<file path="src/rtl/sram_pkg.sv">
// Shared SRAM arbitration constants and the arbiter state encoding.
// Parameters only; no latency or backpressure of its own.
package sram_pkg;

    localparam int ADDR_W    = 18;
    localparam int DATA_W    = 16;
    localparam int V_VISIBLE = 480;
    localparam int V_RECLAIM = 524;

    typedef enum logic [1:0] {
        DISPLAY = 2'd0,
        DRAIN_W = 2'd1,
        WRITE   = 2'd2,
        DRAIN_D = 2'd3
    } arb_state_t;

endpackage

</file>
<file path="src/rtl/sram_frame_arbiter.sv">
// Time-division SRAM arbiter: pixel buffer owns active video, write buffer owns vblank; 1-cycle request-to-ram latency.
// Backpressure: one transaction in flight; requesters hold until their ready, and ownership only moves once the SRAM is idle.
module sram_frame_arbiter
    import sram_pkg::*;
#(
    parameter int ADDR_W    = sram_pkg::ADDR_W,
    parameter int DATA_W    = sram_pkg::DATA_W,
    parameter int V_VISIBLE = sram_pkg::V_VISIBLE,
    parameter int V_RECLAIM = sram_pkg::V_RECLAIM
) (
    input  logic              clk,
    input  logic              reset,
    input  logic [10:0]       hcounter,
    input  logic [9:0]        vcounter,
    input  logic [ADDR_W-1:0] pb_address,
    input  logic              pb_read,
    output logic              pb_ready,
    input  logic [ADDR_W-1:0] wb_address,
    input  logic              wb_read,
    input  logic              wb_write,
    input  logic [DATA_W-1:0] wb_data_write,
    input  logic              wb_done,
    output logic              wb_ready,
    output logic              wb_start,
    output logic              wb_clk_en,
    output logic [ADDR_W-1:0] ram_address,
    output logic              ram_read,
    output logic              ram_write,
    output logic [DATA_W-1:0] ram_data_write,
    input  logic              ram_ready,
    output logic [7:0]        overrun_count
);

    arb_state_t        state_q, state_d;
    logic              busy_q, busy_d;
    logic [ADDR_W-1:0] ram_address_q, ram_address_d;
    logic              ram_read_q, ram_read_d;
    logic              ram_write_q, ram_write_d;
    logic [DATA_W-1:0] ram_data_write_q, ram_data_write_d;
    logic              wb_start_q, wb_start_d;
    logic              wb_clk_en_q, wb_clk_en_d;
    logic [7:0]        overrun_count_q, overrun_count_d;

    logic              win_open, win_close, drained, issue;
    logic              req_rd, req_wr;
    logic [ADDR_W-1:0] req_addr;

    assign win_open  = (vcounter == 10'(V_VISIBLE)) && (hcounter == '0);
    assign win_close = (vcounter == 10'(V_RECLAIM)) && (hcounter == '0);
    // The cycle ram_ready arrives already counts as idle for handover.
    assign drained   = !busy_q || ram_ready;

    always_comb begin
        req_rd   = 1'b0;
        req_wr   = 1'b0;
        req_addr = pb_address;
        case (state_q)
            DISPLAY: req_rd = pb_read;
            WRITE: begin
                req_rd   = wb_read & ~wb_write;
                req_wr   = wb_write;
                req_addr = wb_address;
            end
            default: ;
        endcase
    end

    // A requester is still holding its request on the ready cycle, so a new
    // issue waits until busy has actually cleared.
    assign issue = (req_rd | req_wr) & ~busy_q;

    always_comb begin
        state_d = state_q;
        case (state_q)
            DISPLAY: if (win_open) state_d = (drained && !issue) ? WRITE : DRAIN_W;
            DRAIN_W: if (drained) state_d = WRITE;
            WRITE:   if (win_close) state_d = DRAIN_D;
            DRAIN_D: if (drained) state_d = DISPLAY;
            default: state_d = DISPLAY;
        endcase
    end

    always_comb begin
        busy_d           = busy_q;
        ram_address_d    = ram_address_q;
        ram_data_write_d = ram_data_write_q;
        ram_read_d       = ram_read_q & busy_q & ~ram_ready;
        ram_write_d      = ram_write_q & busy_q & ~ram_ready;
        if (issue) begin
            busy_d        = 1'b1;
            ram_address_d = req_addr;
            ram_read_d    = req_rd;
            ram_write_d   = req_wr;
            if (req_wr) ram_data_write_d = wb_data_write;
        end else if (ram_ready) begin
            busy_d = 1'b0;
        end

        wb_clk_en_d = (state_d == WRITE) || (state_d == DRAIN_D);
        wb_start_d  = (state_d == WRITE) && (state_q != WRITE);

        overrun_count_d = overrun_count_q;
        if (state_q == WRITE && win_close && !wb_done && overrun_count_q != 8'hFF)
            overrun_count_d = overrun_count_q + 8'd1;
    end

    always_ff @(posedge clk) begin
        if (reset) begin
            state_q          <= DISPLAY;
            busy_q           <= 1'b0;
            ram_address_q    <= '0;
            ram_read_q       <= 1'b0;
            ram_write_q      <= 1'b0;
            ram_data_write_q <= '0;
            wb_start_q       <= 1'b0;
            wb_clk_en_q      <= 1'b0;
            overrun_count_q  <= '0;
        end else begin
            state_q          <= state_d;
            busy_q           <= busy_d;
            ram_address_q    <= ram_address_d;
            ram_read_q       <= ram_read_d;
            ram_write_q      <= ram_write_d;
            ram_data_write_q <= ram_data_write_d;
            wb_start_q       <= wb_start_d;
            wb_clk_en_q      <= wb_clk_en_d;
            overrun_count_q  <= overrun_count_d;
        end
    end

    assign pb_ready       = ram_ready && (state_q == DISPLAY || state_q == DRAIN_W);
    assign wb_ready       = ram_ready && (state_q == WRITE || state_q == DRAIN_D);
    assign ram_address    = ram_address_q;
    assign ram_read       = ram_read_q;
    assign ram_write      = ram_write_q;
    assign ram_data_write = ram_data_write_q;
    assign wb_start       = wb_start_q;
    assign wb_clk_en      = wb_clk_en_q;
    assign overrun_count  = overrun_count_q;

endmodule

</file>
<file path="config.mk">
export PLATFORM = sky130hd
export DESIGN_NAME = sram_frame_arbiter
export DESIGN_NICKNAME = d
export VERILOG_FILES = /design/src/rtl/sram_pkg.sv /design/src/rtl/sram_frame_arbiter.sv
export SDC_FILE = /design/constraint.sdc
export NUM_CORES = 1
export LEC_CHECK = 0
export CORE_ASPECT_RATIO = 1.2
export CORE_MARGIN = 1.5
export CORE_UTILIZATION = 41
export CTS_CLUSTER_DIAMETER = 30
export DETAILED_ROUTE_END_ITERATION = 16
export GPL_TIMING_DRIVEN = 0
export PLACE_DENSITY = 0.86
export SLEW_MARGIN = 5
export SYNTH_ARGS = -nofsm -noshare
export SYNTH_HDL_FRONTEND = slang
export SYNTH_SLANG_ARGS = --single-unit
export TNS_END_PERCENT = 1
</file>
<file path="constraint.sdc">
create_clock -name clk -period 3.7 [get_ports clk]
set_input_delay 0.37 -clock clk [delete_from_list [all_inputs] [get_ports clk]]
set_output_delay 0.37 -clock clk [all_outputs]
set_load 0.02 [all_outputs]
</file>
==> summary.md, run 1 <==
| Metric | Value |
|---|---|
| Syn_nets | `328` |
| Worst-Margin Slew | `502 ps` |
| RSZ-0062 raised after global routing | `false` |
| DR WL/cell | `14.3 um` |
| Ys flop type | `dfxtp_1` |
| Antenna violations before repair | `0` |
| Port Buffers | `127` |
| Slew Limit Fails | `0` |
| Seq cells post-synth | `48` |
| Post-synthesis cell type count | `44` |
| Vias per inst | `roughly 5.2` |
| First drt pass iteration count | `4` |
| Routed wire length | `~6.3 mm` |
| I/O Pins | `128` |
| Area post-placement | `between 3000 and 4000 um^2` |
| Iteration-0 DRC Markers | `~120` |
| Post-synth ARST share | `0%` |
| # nets final | `462` |
| Crit path max fanout | `3` |
| Fin crit period | `2010 ps` |
| Max Clk Rate | `approximately 500 MHz` |
| Global-route wire length before repair | `10.3 mm` |
| Placer Congestion | `0.742` |
| H-tree levels | `2` |
| DRT antenna net count | `0` |
| Worst Path Arrival | `roughly 1600 ps` |
| Final instance area | `roughly 3700 um^2` |
| PD cells | `324 nW/um^2` |
| Final Hold Viols | `0` |
| Seq/Total Area, Yosys | `42.6%` |
| # Post-CTS Setup Buffers | `0` |
| Post-CTS Hold Fix Bufs | `0` |
| Drc violations | `0` |
| Most frequent cells in the layout | `clkdlybuf4s50_1, dfxtp_1, nand2_1` |
| Total GRT Usage | `21.2%` |
| Vias in the first global route | `2,333` |
| Tcrit/Tclk final | `54.2%` |
| Share of cells above drive strength 1 | `7.85%` |
| Synth-to-Final Area Change | `65.9%` |
| Post-Syn Area | `2250 um^2` |
| Largest net degree at the start of global routing | `17` |
| Max_cap viols | `0` |
| Lkg Pwr | `approximately 1.3 nW` |
| CTS Buf Count | `5` |
| Worst slack, placed | `1440 ps` |
| Synth warn | `0` |
| Slew headroom | `66.4%` |
| Final setup TNS | `0 ps` |
| CP endpoint kind | `primary output` |
| Clk sinks | `48` |
| Diode count | `0` |
| Max VDD drop | `around 0.22 mV` |
| Clock Tree Root | `clkbuf_8` |
| Via count | `2,308` |
| Post-DP HPWL | `~5.0 mm` |
| Post-synth EDFFs | `0` |
| Fin worst setup slack | `1690 ps` |
| Worst-path clk slew | `90 ps` |
| Final Skew | `11.2 ps` |
| Avg Cell Area, Syn | `9.13 um^2` |
| PostCTS Resize Cnt | `0` |
| Status | `complete, no violations` |
| Post-Syn Instances | `247` |
| Final Setup Violations | `0` |
| Critical path class | `primary input to primary output` |
| Clock latency on the worst-skew pair | `300 ps` |
| Clock tree buffer depth | `2` |
| Die height | `84.2 um` |
| Cell Rows | `29` |
| DIE AREA | `between 5000 and 6000 um^2` |
| Global route total overflow | `0` |
| Commonest non-fill, non-tap cell in the layout | `clkdlybuf4s50_1` |
| Starting Density | `42.6%` |
| CTS tree | `yes` |
| Finished Core Util | `between 70% and 80%` |
| Core area | `5300 um^2` |
| Worst endpoint required time | `3330 ps` |
| Die X | `70.7 um` |
| Startpoint Class | `primary input` |
| Tightest Hold Check Type | `flip-flop to flip-flop` |
-- layout make-up --
| cell class | instances | area [um^2] |
|---|---|---|
| fillers | 435 | 1560 |
| repair buffers | 127 | 1270 |
| multi-input cells | 182 | 1200 |
| flip-flops and latches | 48 | 961 |
| plain buffers | 16 | 91.3 |
| well taps | 62 | 77.6 |
| clock buffers | 5 | 68.8 |
| clock inverters | 3 | 68.8 |
| inverters | 1 | 3.75 |
-- registers in the layout, summed over array words and instances (netlist names) --
| signal | flops |
|---|---|
| ram_address | 18 |
| ram_data_write | 16 |
| overrun_count | 8 |
| state_q | 2 |
| busy_q | 1 |
| ram_read | 1 |
| ram_write | 1 |
| wb_start | 1 |
-- worst paths after layout --
kind / to / slack, ps / start / cells past startpoint
worst max-delay path: pb_ready / 1690 / ram_ready / 3
worst min register to register: ram_data_write[11] / 460 / ram_data_write[11] / 2
worst max register to register: overrun_count[6] / 1850 / overrun_count[0] / 5
worst min-delay path: ram_data_write[11] / 460 / ram_data_write[11] / 2
-- cells in the mapped netlist, types with 4 or more instances --
cell type | n | area [um^2]
mux2_1 | 6 | 67.6
nor4_1 | 4 | 25.0
nand2_1 | 37 | 139
mux2i_1 | 20 | 200
nor2b_1 | 9 | 56.3
nor2_1 | 31 | 116
a21oi_1 | 19 | 95.1
a211oi_1 | 20 | 150
clkbuf_1 | 6 | 22.5
dfxtp_1 | 48 | 961
-- worst max-delay path, cell delays in order --
cell             delay, ps
clkdlybuf4s50_1        510
nor2b_1                150
clkdlybuf4s50_1        610
-- report_power, final --
group          internal, W  leakage, nW  switching [W]  total [W]
logic             0.000128        0.839      0.0000859   0.000213
clock network     0.000272       0.0687       0.000184   0.000456
registers         0.000534        0.391     0.00000869   0.000543
total             0.000934         1.30       0.000278    0.00121
-- per-stage QoR --
step | hold slack [ps] | total power, W | instances
2_1_floorplan | 506 | 0.000630 | 247
3_3_place_gp | 442 | 0.000764 | 436
3_5_place_dp | 448 | 0.000770 | 436
4_1_cts | 460 | 0.00122 | 444
5_1_grt | 481 | 0.00126 | 444
6_report | 456 | 0.00121 | 444
-- logic make-up (layout without fill, tap and decap cells) --
logic type | Yosys count | count (layout) | synth area share (%)
mux | 27 | 27 | 12.4
compound gates | 43 | 43 | 12.3
simple gates | 111 | 111 | 27.9
fa+ha+maj | 1 | 1 | 0.555
flops | 48 | 48 | 42.6
buf+inv | 17 | 152 | 4.22
-- routing by layer --
metal / share of wire, % / global-route usage [%]
met1: 38 / 22.7
met2: 55 / 39.8
met3: 5.0 / 4.92
met4: 2.0 / 8.06
met5: 0 / 0
Power figures use the tool's default switching activity.
==> run 2, diff against run 1 <==
Settings changed: CORE_UTILIZATION 41 to 38, PLACE_DENSITY 0.86 to 0.81.
Clock period 3.7 ns to 1.9 ns, I/O delays scaled along.
==> run 2 against run 1 <==
Net effect:
- clock skew shrank 3.8 ps
- combinational power is 94% higher
- clock-buffer cell count is 1 higher
- core utilization down 5.7 points
- critical path type is now flip-flop to flip-flop
==> summary.md, run 2 (synthesized netlist as in run 1, its figures left out) <==
| Metric | Value |
|---|---|
| H-tree levels | `2` |
| Share of cells above drive strength 1 | `7.87%` |
| CTS tree | `yes` |
| Hold Path Depth | `3` |
| Final Hold Viols | `0` |
| Placer Congestion | `0.831` |
| Max Clk Rate | `about 540 MHz` |
| Worst endpoint required time | `2090 ps` |
| Die height | `around 90 um` |
| Drc violations | `0` |
| PD cells | `approximately 550 nW/um^2` |
| CTS Buf Count | `5` |
| Max VDD drop | `about 0.35 mV` |
| Cell Rows | `30` |
| Total GRT Usage | `18.6%` |
| Clock latency on the worst-skew pair | `approximately 300 ps` |
| # Post-CTS Setup Buffers | `0` |
| DIE AREA | `6410 um^2` |
| Post-DP HPWL | `4.77 mm` |
| DRT antenna net count | `0` |
| Clock tree buffer depth | `2` |
| Most frequent cells in the layout | `clkdlybuf4s50_1, dfxtp_1, nand2_1` |
| Critical path class | `flip-flop to flip-flop` |
| Worst-Margin Slew | `about 540 ps` |
| Lkg Pwr | `1.27 nW` |
| Max_cap viols | `0` |
| Diode count | `0` |
| Slew headroom | `a little under two thirds` |
| RSZ-0062 raised after global routing | `false` |
| Tcrit/Tclk final | `97.5%` |
| Die X | `approximately 73 um` |
| Tightest Hold Check Type | `primary input to flip-flop` |
| CP endpoint kind | `flip-flop` |
| Fillers | `515` |
| Global-route wire length before repair | `9.43 mm` |
| Hold path start | `wb_data_write[11]` |
| Commonest non-fill, non-tap cell in the layout | `clkdlybuf4s50_1` |
| Synth-to-Final Area Change | `64.4%` |
| I/O Pins | `128` |
| Largest net degree at the start of global routing | `14` |
| Max reg flops | `18` |
| Clock Tree Root | `clkbuf_8` |
| PostCTS Resize Cnt | `0` |
| Post-CTS Hold Fix Bufs | `0` |
| Global route total overflow | `0` |
| Worst Path Arrival | `2050 ps` |
| Routed wire length | `6.04 mm` |
| Starting Density | `about two fifths` |
| Startpoint Class | `flip-flop` |
| Fin Hold WS | `about 440 ps` |
| Status | `complete, no violations` |
| RR Startpoint | `overrun_count[0]` |
| Slew Limit Fails | `0` |
| Final Skew | `7.37 ps` |
| Final Setup Violations | `0` |
| Clk sinks | `48` |
| Vias in the first global route | `2,090` |
| First drt pass iteration count | `4` |
| DR WL/cell | `about 13 um` |
| # nets final | `462` |
| Vias per inst | `4.87` |
| R2r worst-path depth | `5` |
| Iteration-0 DRC Markers | `64` |
| Crit path max fanout | `5` |
| CP startpoint | `overrun_count[0]` |
| Port Buffers | `127` |
| Fin crit period | `1850 ps` |
| Antenna violations before repair | `0` |
| Final setup TNS | `0 ps` |
| Via count | `between 2,000 and 2,500` |
| Worst-path clk slew | `about 90 ps` |
| Core area | `5710 um^2` |
## run 2: worst max-delay path: stages, from the launching register on
cell and delay [ps]:
dfxtp_2 370, ha_1 180, nand3_1 140, or4b_1 520, nor3_1 190, mux2_2 350
## run 2: path summary, 6_finish.rpt
| check | endpoint | slack (ps) |
|---|---|---|
| worst min register to register | ram_data_write[9] | 460 |
| worst min-delay path | ram_data_write[11] | 440 |
| worst max register to register | overrun_count[6] | 50 |
| worst max-delay path | overrun_count[6] | 50 |
## run 2: per-layer routing
metal  part of all wire [%]  vias to the layer above  GRT usage, %  wire length [um]
met5                      0                        -             0                 0
met4                    1.0                        0          6.23                62
met3                    5.1                        8          3.24               306
met2                     53                       73          33.6              3190
met1                     41                     1029          21.9              2480
li1                       -                     1136             -                 -
## run 2: per-stage QoR
step / util [%] / total power (W) / instances / area (um^2) / setup WS [ps]
final: 65.0 / 0.00204 / 461 / 3710 / 47.2
after global routing: 65.0 / 0.00214 / 461 / 3710 / 20.2
after CTS: 64.9 / 0.00207 / 461 / 3700 / 14.6
after detailed placement: 63.6 / 0.00150 / 454 / 3630 / -147
after floorplan: - / 0.00123 / 247 / 2250 / 13.9
after global placement: 63.6 / 0.00149 / 454 / 3630 / -134
## run 2: cell type report
cell class / instances / area [um^2] / share of cell area, %
well taps: 80 / 100 / 2.70
repair buffers: 127 / 1270 / 34.3
plain buffers: 16 / 91.3 / 2.46
clock inverters: 1 / 5.00 / 0.135
clock buffers: 6 / 72.6 / 1.96
multi-input cells: 182 / 1200 / 32.3
inverters: 1 / 3.75 / 0.101
flip-flops and latches: 48 / 963 / 26.0
## run 2: where the power goes
part           internal, W  leakage [nW]  total [W]  switching, W
Clock             0.000251        0.0410   0.000571      0.000320
Sequential         0.00104         0.392    0.00106     0.0000170
Combinational     0.000248         0.839   0.000414      0.000166
==> run 3, diff against run 2 <==
Settings changed: CORE_MARGIN 1.5 to 8, CORE_UTILIZATION 38 to 55, DONT_BUFFER_PORTS set to 1, PLACE_DENSITY 0.81 to 0.71.
==> run 3 against run 2 <==
Net effect:
- via count shrank 20%
- sequential cell count unchanged
- sequential share of layout area up 14 points
- global-route usage fell by 1.3 points
- wire length is 8.1% lower
- highest routed layer unchanged
==> summary.md, run 3 (synthesized netlist as in run 1, its figures left out) <==
| Metric | Value |
|---|---|
| Startpoint Class | `flip-flop` |
| CP bufs+invs | `0` |
| Final setup TNS | `0 ps` |
| Lkg Pwr | `0.799 nW` |
| Die X | `74.4 um` |
| Stages on worst setup path | `5` |
| Max stage delay on crit path | `540 ps` |
| Share of cells above drive strength 1 | `14.5%` |
| Fin crit period | `around 1800 ps` |
| Slew Limit Fails | `0` |
| Routed wire length | `between 5 and 6 mm` |
| R2r worst-path depth | `5` |
| Clock tree buffer depth | `2` |
| Worst slack, placed | `-138 ps` |
| DR WL/cell | `18.0 um` |
| CTS tree | `yes` |
| CTS Buf Count | `5` |
| Slew headroom | `68.4%` |
| DRT antenna net count | `0` |
| RSZ-0062 raised after global routing | `true` |
| Global route total overflow | `0` |
| Global-route wire length before repair | `8.80 mm` |
| Placer Congestion | `slightly below 0.8` |
| Finished Core Util | `around 62%` |
| Starting Density | `57.2%` |
| Drc violations | `0` |
| Critical path cell sequence | `ha_2 -> nand3_2 -> or4b_4 -> nor3_2 -> mux2_2` |
| Most frequent cells in the layout | `dfxtp_1, nand2_1, nor2_1` |
| Iteration-0 DRC Markers | `54` |
| Max VDD drop | `0.568 mV` |
| Worst endpoint required time | `~2100 ps` |
| # Post-CTS Setup Buffers | `0` |
| Max Clk Rate | `547 MHz` |
| Net Sw Frac | `between 20% and 30%` |
| Worst Path Arrival | `2020 ps` |
| Via count | `1,787` |
| Cell Rows | `25` |
| H-tree levels | `2` |
| Post-DP HPWL | `~4.4 mm` |
| Synth-to-Final Area Change | `8.21%` |
| Max_cap viols | `0` |
| First drt pass iteration count | `4` |
| Worst-path clk slew | `90 ps` |
| PD cells | `about 740 nW/um^2` |
| Internal power | `about 0.0013 W` |
| DIE AREA | `6410 um^2` |
| Slowest-stage cell, CP | `or4b_4` |
| Status | `complete, no violations` |
| Total GRT Usage | `17.3%` |
| CP endpoint kind | `flip-flop` |
| Switch Pwr | `0.000468 W` |
| Cell family with most CP delay | `simple AND/OR/NAND/NOR gates` |
| Seq pwr share | `60.9%` |
| I/O Pins | `approximately 130` |
| Crit path max fanout | `5` |
| Tightest Hold Check Type | `primary input to flip-flop` |
| Worst-Margin Slew | `473 ps` |
| Hold Path Depth | `2` |
| Diode count | `0` |
| Die height | `86.1 um` |
| Clk sinks | `48` |
| Fin worst setup slack | `roughly 70 ps` |
| Clock Tree Root | `clkbuf_8` |
| Final Hold Viols | `0` |
| Largest net degree at the start of global routing | `15` |
| Max reg flops | `18` |
| Clock latency on the worst-skew pair | `290 ps` |
| Comb power frac | `7.2%` |
| Vias in the first global route | `between 1,500 and 2,000` |
| Port Buffers | `0` |
| Clock group share of total power | `between 30% and 40%` |
| Core area | `3940 um^2` |
| Antenna violations before repair | `0` |
| Final Skew | `7.27 ps` |
| Critical path class | `flip-flop to flip-flop` |
| Vias per inst | `~5.8` |
| Final Setup Violations | `0` |
| Commonest non-fill, non-tap cell in the layout | `dfxtp_1` |
| Tcrit/Tclk final | `96.2%` |
| # nets final | `336` |
-- run 3: per-layer routing --
metal / global-route usage [%] / wire length [um]
met5: 0 / 0
met4: 6.79 / 99
met3: 7.35 / 569
met2: 28.8 / 2690
met1: 18.6 / 2190
-- run 3: final timing paths --
| kind | from | to | slack, ps |
|---|---|---|---|
| min reg2reg | overrun_count[1] | overrun_count[1] | 550 |
| max | overrun_count[0] | overrun_count[6] | 70 |
| min | wb_data_write[15] | ram_data_write[15] | 20 |
| max reg2reg | overrun_count[0] | overrun_count[6] | 70 |
-- run 3: worst reg2reg max path, cell delays in order (launching register included) --
cell,delay (ps)
dfxtp_4,410
ha_2,200
nand3_2,100
or4b_4,540
nor3_2,120
mux2_2,340
-- run 3: per-stage QoR --
step	instances	instance area (um^2)	power, W	hold slack, ps
4_1_cts	308	2410	0.00183	6.56
5_1_grt	309	2440	0.00189	14.3
2_1_floorplan	247	2250	0.00123	326
3_5_place_dp	301	2320	0.00126	333
6_report	309	2440	0.00181	19.2
3_3_place_gp	301	2320	0.00126	328
-- run 3: layout make-up --
type | count | area, um^2
fillers | 364 | 1500
multi-input cells | 182 | 1210
flip-flops and latches | 48 | 971
plain buffers | 16 | 91.3
clock buffers | 5 | 68.8
well taps | 54 | 67.6
clock inverters | 2 | 12.5
repair buffers | 1 | 10.0
inverters | 1 | 3.75
-- run 3: power groups by stage --
stage               clock network (W)  registers (W)  logic [W]
floorplan                           0        0.00112   0.000107
finish                       0.000577        0.00110   0.000129
detailed placement                  0        0.00113   0.000130
global placement                    0        0.00113   0.000128
CTS                          0.000597        0.00110   0.000130
global route                 0.000635        0.00111   0.000145
-- run 3: repair_timing --
| action | CTS | global route |
|---|---|---|
| endpoints found under the setup margin | 3 | 4 |
| hold buffers | 0 | 1 |
| gates resized for setup | 6 | 4 |
| hold endpoints to repair | 0 | 1 |
